<file path="src/rtl/ysyx_22050710_trap_pkg.sv">
// Trap controller shared types: FSM states, trap kinds, mcause codes.
// mstatus bit positions used by the CSR update logic.
package ysyx_22050710_trap_pkg;

  typedef enum logic [1:0] {
    ST_IDLE,
    ST_DRAIN,
    ST_CSR,
    ST_REDIR
  } trap_st_e;

  typedef enum logic [1:0] {
    K_NONE,
    K_ECALL,
    K_MRET,
    K_IRQ
  } trap_kind_e;

  localparam int MCAUSE_ECALL_M = 11;
  localparam int MCAUSE_MTI     = 7;

  localparam int MSTATUS_MIE    = 3;
  localparam int MSTATUS_MPIE   = 7;
  localparam int MSTATUS_MPP_LO = 11;
  localparam int MSTATUS_MPP_HI = 12;

endpackage

</file>
<file path="src/rtl/ysyx_22050710_trap_csr_upd.sv">
// Next-value computation for mstatus and mcause on trap entry or mret.
// Purely combinational; the controller decides when the result is written.
module ysyx_22050710_trap_csr_upd
  import ysyx_22050710_trap_pkg::*;
#(
  parameter int CSR_WD = 64
) (
  input  trap_kind_e        kind,
  input  logic [CSR_WD-1:0] mstatus,
  output logic [CSR_WD-1:0] mstatus_nxt,
  output logic [CSR_WD-1:0] mcause
);

  always_comb begin
    mstatus_nxt = mstatus;
    mcause      = '0;
    unique case (1'b1)
      kind == K_MRET: begin
        mstatus_nxt[MSTATUS_MIE]  = mstatus[MSTATUS_MPIE];
        mstatus_nxt[MSTATUS_MPIE] = 1'b1;
        mstatus_nxt[MSTATUS_MPP_HI:MSTATUS_MPP_LO] = 2'b11;
      end
      kind == K_ECALL: begin
        mstatus_nxt[MSTATUS_MPIE] = mstatus[MSTATUS_MIE];
        mstatus_nxt[MSTATUS_MIE]  = 1'b0;
        mstatus_nxt[MSTATUS_MPP_HI:MSTATUS_MPP_LO] = 2'b11;
        mcause = CSR_WD'(MCAUSE_ECALL_M);
      end
      kind == K_IRQ: begin
        mstatus_nxt[MSTATUS_MPIE] = mstatus[MSTATUS_MIE];
        mstatus_nxt[MSTATUS_MIE]  = 1'b0;
        mstatus_nxt[MSTATUS_MPP_HI:MSTATUS_MPP_LO] = 2'b11;
        mcause = CSR_WD'(MCAUSE_MTI);
        mcause[CSR_WD-1] = 1'b1;
      end
      default: ;
    endcase
  end

endmodule

</file>
<file path="src/rtl/ysyx_22050710_trap_ctrl.sv">
// Trap sequencer: drain pipeline, write CSRs, redirect fetch.
// Timer interrupt entry enabled by YSYX_22050710_TRAP_IRQ_EN.
module ysyx_22050710_trap_ctrl
  import ysyx_22050710_trap_pkg::*;
#(
  parameter int CSR_WD = 64,
  parameter int PC_WD  = 64
) (
  input  logic              i_clk,
  input  logic              i_rst_n,
  input  logic              i_ecall_req,
  input  logic              i_mret_req,
  input  logic [PC_WD-1:0]  i_pc,
  input  logic              i_drain_done,
  input  logic [CSR_WD-1:0] i_mtvec,
  input  logic [CSR_WD-1:0] i_mepc,
  input  logic [CSR_WD-1:0] i_mstatus,
  input  logic              i_mtip,
  input  logic              i_mtie,
  output logic              o_busy,
  output logic              o_flush,
  output logic [2:0]        o_csr_we,
  output logic [CSR_WD-1:0] o_csr_mepc,
  output logic [CSR_WD-1:0] o_csr_mcause,
  output logic [CSR_WD-1:0] o_csr_mstatus,
  output logic              o_redirect_valid,
  input  logic              i_redirect_ready,
  output logic [PC_WD-1:0]  o_redirect_pc
);

  trap_st_e          st_q, st_d;
  trap_kind_e        kind_q, kind_d;
  logic [PC_WD-1:0]  pc_q, pc_d;
  logic [PC_WD-1:0]  rpc_q, rpc_d;
  logic              irq;
  logic [CSR_WD-1:0] mstatus_nxt;
  logic [CSR_WD-1:0] mcause_nxt;
  logic              unused;

`ifdef YSYX_22050710_TRAP_IRQ_EN
  assign irq = i_mtip & i_mtie & i_mstatus[MSTATUS_MIE];
`else
  assign irq = 1'b0;
`endif

  assign unused = ^{i_mtip, i_mtie, i_mtvec[1:0]};

  ysyx_22050710_trap_csr_upd #(
    .CSR_WD(CSR_WD)
  ) u_csr_upd (
    .kind       (kind_q),
    .mstatus    (i_mstatus),
    .mstatus_nxt(mstatus_nxt),
    .mcause     (mcause_nxt)
  );

  always_comb begin
    st_d             = st_q;
    kind_d           = kind_q;
    pc_d             = pc_q;
    rpc_d            = rpc_q;
    o_busy           = (st_q != ST_IDLE);
    o_flush          = 1'b0;
    o_csr_we         = 3'b000;
    o_csr_mepc       = '0;
    o_csr_mcause     = '0;
    o_csr_mstatus    = '0;
    o_redirect_valid = 1'b0;
    o_redirect_pc    = '0;
    unique case (st_q)
      ST_IDLE: begin
        if (irq | i_ecall_req | i_mret_req) begin
          st_d   = ST_DRAIN;
          pc_d   = i_pc;
          kind_d = irq         ? K_IRQ   :
                   i_ecall_req ? K_ECALL : K_MRET;
        end
      end
      ST_DRAIN: begin
        o_flush = 1'b1;
        if (i_drain_done) st_d = ST_CSR;
      end
      ST_CSR: begin
        o_flush       = 1'b1;
        o_csr_mstatus = mstatus_nxt;
        st_d          = ST_REDIR;
        if (kind_q == K_MRET) begin
          o_csr_we = 3'b100;
          rpc_d    = i_mepc[PC_WD-1:0];
        end else begin
          o_csr_we     = 3'b111;
          o_csr_mcause = mcause_nxt;
          o_csr_mepc   = CSR_WD'(pc_q);
          rpc_d        = {i_mtvec[PC_WD-1:2], 2'b00};
        end
      end
      ST_REDIR: begin
        o_redirect_valid = 1'b1;
        o_redirect_pc    = rpc_q;
        if (i_redirect_ready) st_d = ST_IDLE;
      end
      default: st_d = ST_IDLE;
    endcase
  end

  always_ff @(posedge i_clk or negedge i_rst_n) begin
    if (!i_rst_n) begin
      st_q   <= ST_IDLE;
      kind_q <= K_NONE;
      pc_q   <= '0;
      rpc_q  <= '0;
    end else begin
      st_q   <= st_d;
      kind_q <= kind_d;
      pc_q   <= pc_d;
      rpc_q  <= rpc_d;
    end
  end

endmodule
</file>
<file path="config.mk">
export PLATFORM = sky130hd
export DESIGN_NAME = ysyx_22050710_trap_ctrl
export DESIGN_NICKNAME = d
export VERILOG_FILES = /design/src/rtl/ysyx_22050710_trap_pkg.sv /design/src/rtl/ysyx_22050710_trap_csr_upd.sv /design/src/rtl/ysyx_22050710_trap_ctrl.sv
export SDC_FILE = /design/constraint.sdc
export NUM_CORES = 1
export LEC_CHECK = 0
export BUFFER_PORTS_ARGS = -buffer_cell sky130_fd_sc_hd__buf_2
export CORE_AREA = 2 2 204 206
export CTS_CLUSTER_SIZE = 25
export DETAILED_ROUTE_END_ITERATION = 12
export DIE_AREA = 0 0 206 208
export SLEW_MARGIN = 0
export SYNTH_ARGS = -nofsm -noshare
export SYNTH_HDL_FRONTEND = slang
export SYNTH_SLANG_ARGS = --single-unit
</file>
<file path="constraint.sdc">
create_clock -name i_clk -period 2.7 [get_ports i_clk]
set_input_delay 0.27 -clock i_clk [delete_from_list [all_inputs] [get_ports i_clk]]
set_output_delay 0.27 -clock i_clk [all_outputs]
set_load 0.01 [all_outputs]
</file>
==> results.md, run 1 <==
Global routing:
- The first global-routing pass estimated 34200 um of wire.
- The global-route usage over all layers is 0.102.
- The largest net degree at the start of global routing is 120.
- The number of antenna violations at the first check in global routing is 0.
- Summed over all layers, the global routing overflow is 0.
- The via count of the first global-routing pass was 6437.

Floorplanning:
- After floorplanning, the core was divided into 74 placement rows.
- The initial utilization of the core area, before any placement, comes to 0.184.
- The die width is 206 um.
- The top-level I/O count is 526.
- The area enclosed by the die boundary is 42800 sq um.
- The vertical die dimension is around 210 um.
- The region available for standard cell placement spans 40600 sq um.

Cells and area:
- The final-stage net count is 1426.
- The area growth from synthesis to final layout is 43.4%.
- The library cells used most frequently in the layout, excluding fill and tap cells, are 461 x buf_2, 132 x dfrtp_1, 126 x and2_1.
- The repair_antennas step left the layout with diodes totalling 0.
- Of the cells placed in the final design, the portion with a size suffix greater than 1 is 0.449.
- The commonest non-fill, non-tap cell in the layout is buf_2.
- Summing all non-filler instances in the final layout gives an area of 10700 sq um.

Logic synthesis:
- The sequential share of the synthesized area is 0.443.
- Synthesis produced 730 cells.
- The post-synthesis cell type count is 29.
- After synthesis the netlist holds a flip-flop and latch count of 132.
- Among all flip-flop cells after synthesis, the most frequent one is dfrtp_1.
- The biggest area consumer among synthesized cells is dfrtp_1.
- Counting flops with a built-in enable in the synthesized netlist gives 0.
- The area share of the leading cell type in the synthesized netlist is 0.443.
- The netlist area before placement is 7450 sq um.
- The average instance in the mapped netlist occupies 10.2 sq um.
- The Yosys step of the flow raised 0 warnings.
- The async set-reset flop share out of synthesis is 1.00.
- In the post-synthesis netlist, the biggest area contributors are dfrtp_1 44%, and2_1 11%, mux2i_1 8.5%.

Clock network:
- The clock drives between 100 and 150 sinks.
- For the worst-skew pair, the clock arrives at the later sink with an insertion delay of 0.43 ns.
- The clock slew seen by the registers of the worst setup and hold paths is ~0.060 ns.
- The buffer count from post-CTS setup fixing is 0.
- The H-tree was split into 4 levels.
- The root buffer cell chosen for the clock tree is clkbuf_16.
- The maximum root-to-sink buffer count is 2.
- The number of CTS-inserted buffers is 17.
- After clock tree synthesis, the repair step resized 0 gates.
- TritonCTS built the clock tree.

Timing:
- Between clock sinks in the finished design, the worst skew comes to 0.00963 ns.
- Setup repair after global routing left no endpoint under its margin.
- In the final timing run, aggregate negative setup slack is 0 ns.
- The max-slew violation total from the final report came to 0.
- In the finished design, the share of the clock period the worst path needs comes to 0.894.
- The final critical path time including I/O delays and setup is approximately 2.4 ns.
- Setup violations remaining at the end of the flow were counted as 0.
- At the pin with the least slew margin, the transition time is between 0.5 and 0.6 ns.
- The highest clock rate is 0.414 GHz.
- The final number of hold-violating endpoints is 0.
- In the post-route analysis, the smallest setup slack over all paths is 0.285 ns.
- The worst pin sits at a relative slew slack of 0.660.

Setup path:
- Data on the critical path is required at its endpoint by 2.43 ns.
- The signal on the critical path passes through inv_1 > ha_4 > buf_12 > and3_1 > buf_2.
- The critical path starts at st_q[0].
- The highest-delay cell along the critical path is dfrtp_1.
- The arrival time of data at the critical path endpoint is 2.15 ns.
- STA classifies the critical path endpoint as an output pin.
- STA classifies the critical path startpoint as a flop.
- The peak per-stage delay on the critical path is 0.42 ns.
- The top cell family by delay on the critical path is buffers and inverters.
- In this run the worst path has a maximum fanout of 117.
- The launch instance of the worst register-to-register path is st_q[0].
- The count of buffer and inverter cells on the critical path is 3.
- The classification of the worst setup path is flop to output pin.

Routing:
- The number of detailed-route iterations in the first pass is 7.
- The total DRC errors in the routed layout is 0.
- The overall via count from detail_route is 6530.
- The violation count after the first detailed-route iteration is 283.
- In the final routed layout, each cell accounts on average for 13.2 um.
- The remaining antenna violation count is 0.
- The per-cell via count in the routed design is 3.84.
- After detailed routing, the total wire length is 22400 um.

Job:
- The max-cap check violation count is 0.

Placed design:
- The half-perimeter wire length of the detailed placement result is 17000 um.
- The number of port buffers is 462.
- At the end of routability-driven placement, the weighted congestion stood at 0.818.
- After detailed placement, the total cell area comes to approximately 10000 sq um.
- Prior to clock tree synthesis, the placed netlist has a worst setup slack of 0.775 ns.

Hold path:
- The path type of the worst min-delay path is input pin to flop.
- The hold path startpoint is i_pc[31].

Power and ir drop:
- The leakage power summed over all cells is 0.00602 uW.
- The worst-case IR drop observed on VDD is 0.661 mV.
- The power per unit of standard cell area is ~1100 nW/um^2.
- Overall power consumption after layout is estimated at roughly 12000 uW.

Run status:
- The flow ran to the end, and the final reports show no timing, DRC or antenna violations.
## worst paths after layout
path	endpoint	slack (ns)	cells past startpoint
max in group asynchronous	rpc_q[40]	1.68	3
worst min-delay path	pc_q[31]	0.05	2
min in group asynchronous	pc_q[6]	0.26	2
worst max register to register	pc_q[45]	0.81	5
worst max-delay path	o_csr_mepc[37]	0.28	5
worst min register to register	pc_q[42]	0.48	1
## flip-flops by register name (all words and copies together) (netlist names)
name	count
st_q	2
rpc_q	64
pc_q	64
kind_q	2
## what timing repair did
| item | 4_1_cts | 5_1_grt |
|---|---|---|
| endpoints found under the hold margin | 23 | 0 |
| hold buffers | 1 | 0 |
| setup endpoints to repair | 0 | 0 |
## metal layers
metal | track usage | share of wire | vias to the layer above
li1 | - | - | 3186
met1 | 0.120 | 0.42 | 3062
met5 | 0 | 0 | -
met2 | 0.170 | 0.48 | 268
met4 | 0.0392 | 0.015 | 0
met3 | 0.0363 | 0.087 | 14
## cells in the mapped netlist, types with 2 or more instances
master,instances
nor2_1,64
nand2_1,3
dfrtp_1,132
mux2_1,47
clkbuf_1,33
o31a_1,2
mux2i_1,63
inv_1,7
ha_1,4
and3_1,65
and2_1,126
buf_12,5
buf_4,64
mux2_2,18
a21oi_1,64
buf_6,2
buf_2,18
o22ai_1,2
## area by class of cell
type	instances	area, sq um
Fill cell	4338	29900
Multi-Input combinational cell	527	3540
Sequential cell	132	3300
Timing Repair Buffer	473	2490
Tap cell	532	666
Clock buffer	18	439
Clock inverter	13	223
Inverter	7	26.3
## through the flow
stage / utilization / hold slack [ns] / instances
2_1_floorplan: - / -0.0256 / 788
3_3_place_gp: 0.247 / 0.148 / 1670
3_5_place_dp: 0.247 / 0.153 / 1670
4_1_cts: 0.264 / 0.00277 / 1702
5_1_grt: 0.264 / 0.0116 / 1702
6_report: 0.264 / 0.0470 / 1702
## where the power goes
group,internal (uW),switching (uW),total (uW)
Sequential,2980,518,3490
Clock,1680,951,2630
Combinational,2620,3180,5790
Total,7270,4650,11900
## cell families after synthesis
family,count (synthesis),share of synthesized area
compound gates,74,0.0552
buf+inv,129,0.113
flops,132,0.443
other cells,1,0.000503
fa+ha+maj,4,0.00671
simple gates,262,0.199
mux,128,0.183
(Power assumes the default switching activity.)
==> run 2: changes to the inputs <==
Settings changed: GPL_ROUTABILITY_DRIVEN set to 0, PLACE_DENSITY set to 0.47.
==> run 2 against run 1 <==
Sequential share of layout area rose by 0.33 points. Final cell count did not move. Wire length rose by 4.8%. Sequential power barely moved. Core utilization fell by 0.27 points. Clock power fell by 15%. Die area did not move. Sequential cell count did not move. Power fell by 3.5%. Critical path depth rose by 1. Worst hold slack got worse by 0.0065 ns. Critical endpoint is now o_csr_mcause[3]. Largest power group unchanged.
==> results.md, run 2 (synthesis gave the netlist of run 1 again) <==
Power and ir drop:
- The proportion of power drawn by combinational gates came to 0.502 (was 0.486).
- The leakage power summed over all cells was 0.00596 uW (was 0.00602 uW).
- The switching fraction of total power is 0.404 (was 0.390).
- The net switching component of the power was 4650 uW (about the same).
- The clock network power share is 0.195 (was 0.221).
- The power per unit of standard cell area came to 1090 nW/um^2 (was 1110 nW/um^2).
- The part of the power in registers came to 0.303 (was 0.293).
- The internal cell power is 6850 uW (was 7270 uW).
- The maximum ir drop on the vdd rail is 0.560 mV (was 0.661 mV).

Routing:
- The number of detailed-route iterations in the first pass came to 4 (was 7).
- The overall via count from detail_route was 6492 (was 6530).
- The per-cell via count in the routed design is 3.81 (was 3.84).
- The total routed wirelength came to 23500 um (was 22400 um).
- The total DRC errors in the routed layout is 0 (unchanged).
- The violation count after the first detailed-route iteration is 247 (was 283).
- The post-detailed-route wirelength per cell is 13.8 um (was 13.2 um).
- The remaining antenna violation count is 0 (unchanged).

Timing:
- The sum of negative setup slack is 0 ns (unchanged).
- The pin slew with the least headroom to its limit came to 0.674 ns (was 0.510 ns).
- The share of the clock period used by the worst path after layout is 0.870 (was 0.894).
- The max-slew violation total from the final report came to 0 (unchanged).
- The post-route clock skew is 0.0165 ns (was 0.00963 ns).
- The setup violation total in the final timing report is 0 (unchanged).
- Setup repair after global routing missed its margin: false (unchanged).
- The final critical path time including I/O delays and setup was 2.35 ns (was 2.42 ns).
- The highest clock rate is 0.426 GHz (was 0.414 GHz).
- The relative slew slack is 0.549 (was 0.660).
- The final number of hold-violating endpoints is 0 (unchanged).

Cells and area:
- The number of filler cells placed in the layout is 4441 (was 4338).
- The share of the core filled with cells in the final layout is 0.261 (was 0.264).
- The final-stage net count came to 1425 (was 1426).
- The commonest non-fill, non-tap cell in the layout was buf_2 (unchanged).
- The multi-input combinational cell area is 3550 sq um (was 3540 sq um).
- The sequential cell area in the final layout is 3300 sq um (unchanged).
- The fraction of final layout cells with drive strength greater than 1 is 0.448 (was 0.449).
- The area growth from synthesis to final layout was 41.9% (was 43.4%).
- Largest registers ranked by flip-flop count: pc_q (64), rpc_q (64) (unchanged).
- The count of inserted antenna diode cells is 0 (unchanged).
- Top library cells by usage in the layout, fill and taps aside: 461 x buf_2, 132 x dfrtp_1, 126 x and2_1 (unchanged).

Placed design:
- The number of port buffers is 462 (unchanged).
- The half-perimeter wire length of the detailed placement result was 17600 um (was 17000 um).

Hold path:
- The path type of the worst min-delay path is input pin to flop (unchanged).

Setup path:
- The arrival time of data at the critical path endpoint was 2.08 ns (was 2.15 ns).
- The maximum net fanout on the critical path was 146 (was 117).
- Cells traversed along the worst timing path: inv_1 > ha_4 > buf_12 > and2_1 > nor2b_1 > buf_2 (was inv_1 > ha_4 > buf_12 > and3_1 > buf_2).
- The endpoint type of the worst setup path is an output pin (unchanged).
- The peak per-stage delay on the critical path is 0.43 ns (was 0.42 ns).
- The required time of the worst setup path came to 2.43 ns (about the same).
- The startpoint type of the worst setup path is a flop (unchanged).
- The highest-delay cell along the critical path is dfrtp_1 (unchanged).
- The classification of the worst setup path is flop to output pin (unchanged).

Clock network:
- The level count of the clock H-tree is 4 (unchanged).
- The clock sink total is 132 (unchanged).
- The maximum root-to-sink buffer count is 2 (unchanged).
- The buffer count from post-CTS setup fixing is 0 (unchanged).
- The clock slew seen by the registers of the worst setup and hold paths is 0.07 ns (was 0.06 ns).
- The insertion delay to the later sink of the worst-skew pair is 0.44 ns (was 0.43 ns).
- The cell at the root of the clock tree is clkbuf_16 (unchanged).
- The number of CTS-inserted buffers is 17 (unchanged).
- The clock tree from TritonCTS is yes (unchanged).

Global routing:
- The global-route usage over all layers is 0.106 (was 0.102).
- The remaining global-route overflow is 0 (unchanged).
- The largest net degree at the start of global routing is 147 (was 120).
- The via count of the first global-routing pass is 6371 (was 6437).
- The first-pass GRT wire length is 35200 um (was 34200 um).
- The number of antenna violations at the first check in global routing was 0 (unchanged).

Floorplanning:
- The core area came to 40600 sq um (unchanged).
- The starting utilization of the core area was 0.184 (unchanged).
- The area enclosed by the die boundary was 42800 sq um (unchanged).
- The row count is 74 (unchanged).
- The vertical die dimension is 208 um (unchanged).
- The top-level I/O count was 526 (unchanged).
- The die width is 206 um (unchanged).

Job:
- The max-cap check violation count is 0 (unchanged).

Run status:
- Result of the run: complete, no violations (unchanged).
[run 2: cell type report]
class	instances	share of cell area
multi-input combinational	527	0.336
inverter	7	0.00248
timing repair buffer	472	0.234
clock buffer	18	0.0406
sequential	132	0.312
clock inverter	14	0.0124
tap	532	0.0629
[run 2: worst max-delay path: cells and delay by family (launching register included)]
kind | cells | cell delay (ns)
buf+inv | 3 | 0.66
simple gates | 2 | 0.35
flops | 1 | 0.43
fa+ha+maj | 1 | 0.18
[run 2: metrics by stage]
stage | setup slack (ns) | cell area, sq um | cells | hold slack, ns | total power [uW]
5_1_grt | 0.140 | 10600 | 1702 | 0.00155 | 12400
2_1_floorplan | 0.799 | 7670 | 788 | -0.0256 | 7410
3_3_place_gp | 0.584 | 10000 | 1669 | 0.306 | 9300
6_report | 0.350 | 10600 | 1702 | 0.0405 | 11500
4_1_cts | 0.0335 | 10600 | 1702 | 0.000615 | 11700
3_5_place_dp | 0.538 | 10000 | 1669 | 0.302 | 9390
[run 2: power groups by stage]
stage / logic [uW] / registers [uW] / clock network (uW)
after global placement: 5820 / 3480 / 0
after global routing: 6400 / 3620 / 2420
after CTS: 5900 / 3480 / 2350
final: 5770 / 3480 / 2240
after detailed placement: 5880 / 3500 / 0
after floorplan: 4120 / 3300 / 0
[run 2: final timing paths]
| check | endpoint | start | cells past startpoint | slack, ns |
|---|---|---|---|---|
| min | pc_q[58] | i_pc[58] | 2 | 0.04 |
| max reg2reg | pc_q[44] | st_q[0] | 5 | 0.62 |
| max | o_csr_mcause[3] | st_q[0] | 6 | 0.35 |
| min in group asynchronous | pc_q[6] | i_rst_n | 2 | 0.36 |
| max in group asynchronous | pc_q[2] | i_rst_n | 3 | 1.50 |
| min reg2reg | pc_q[31] | pc_q[31] | 1 | 0.49 |
[run 2: routing by layer]
metal  global-route usage  wire length (um)  up-vias
li1                     -                 -     3185
met1                0.123              9850     3000
met2                0.173             10900      287
met3               0.0442              2290       20
met4               0.0426               437        0
met5                    0                 0        -
[run 2: what timing repair did]
item | CTS | global route
hold buffers | 1 | 0
gates resized for setup | 0 | 1
endpoints found under the hold margin | 57 | 0
setup endpoints to repair | 0 | 42
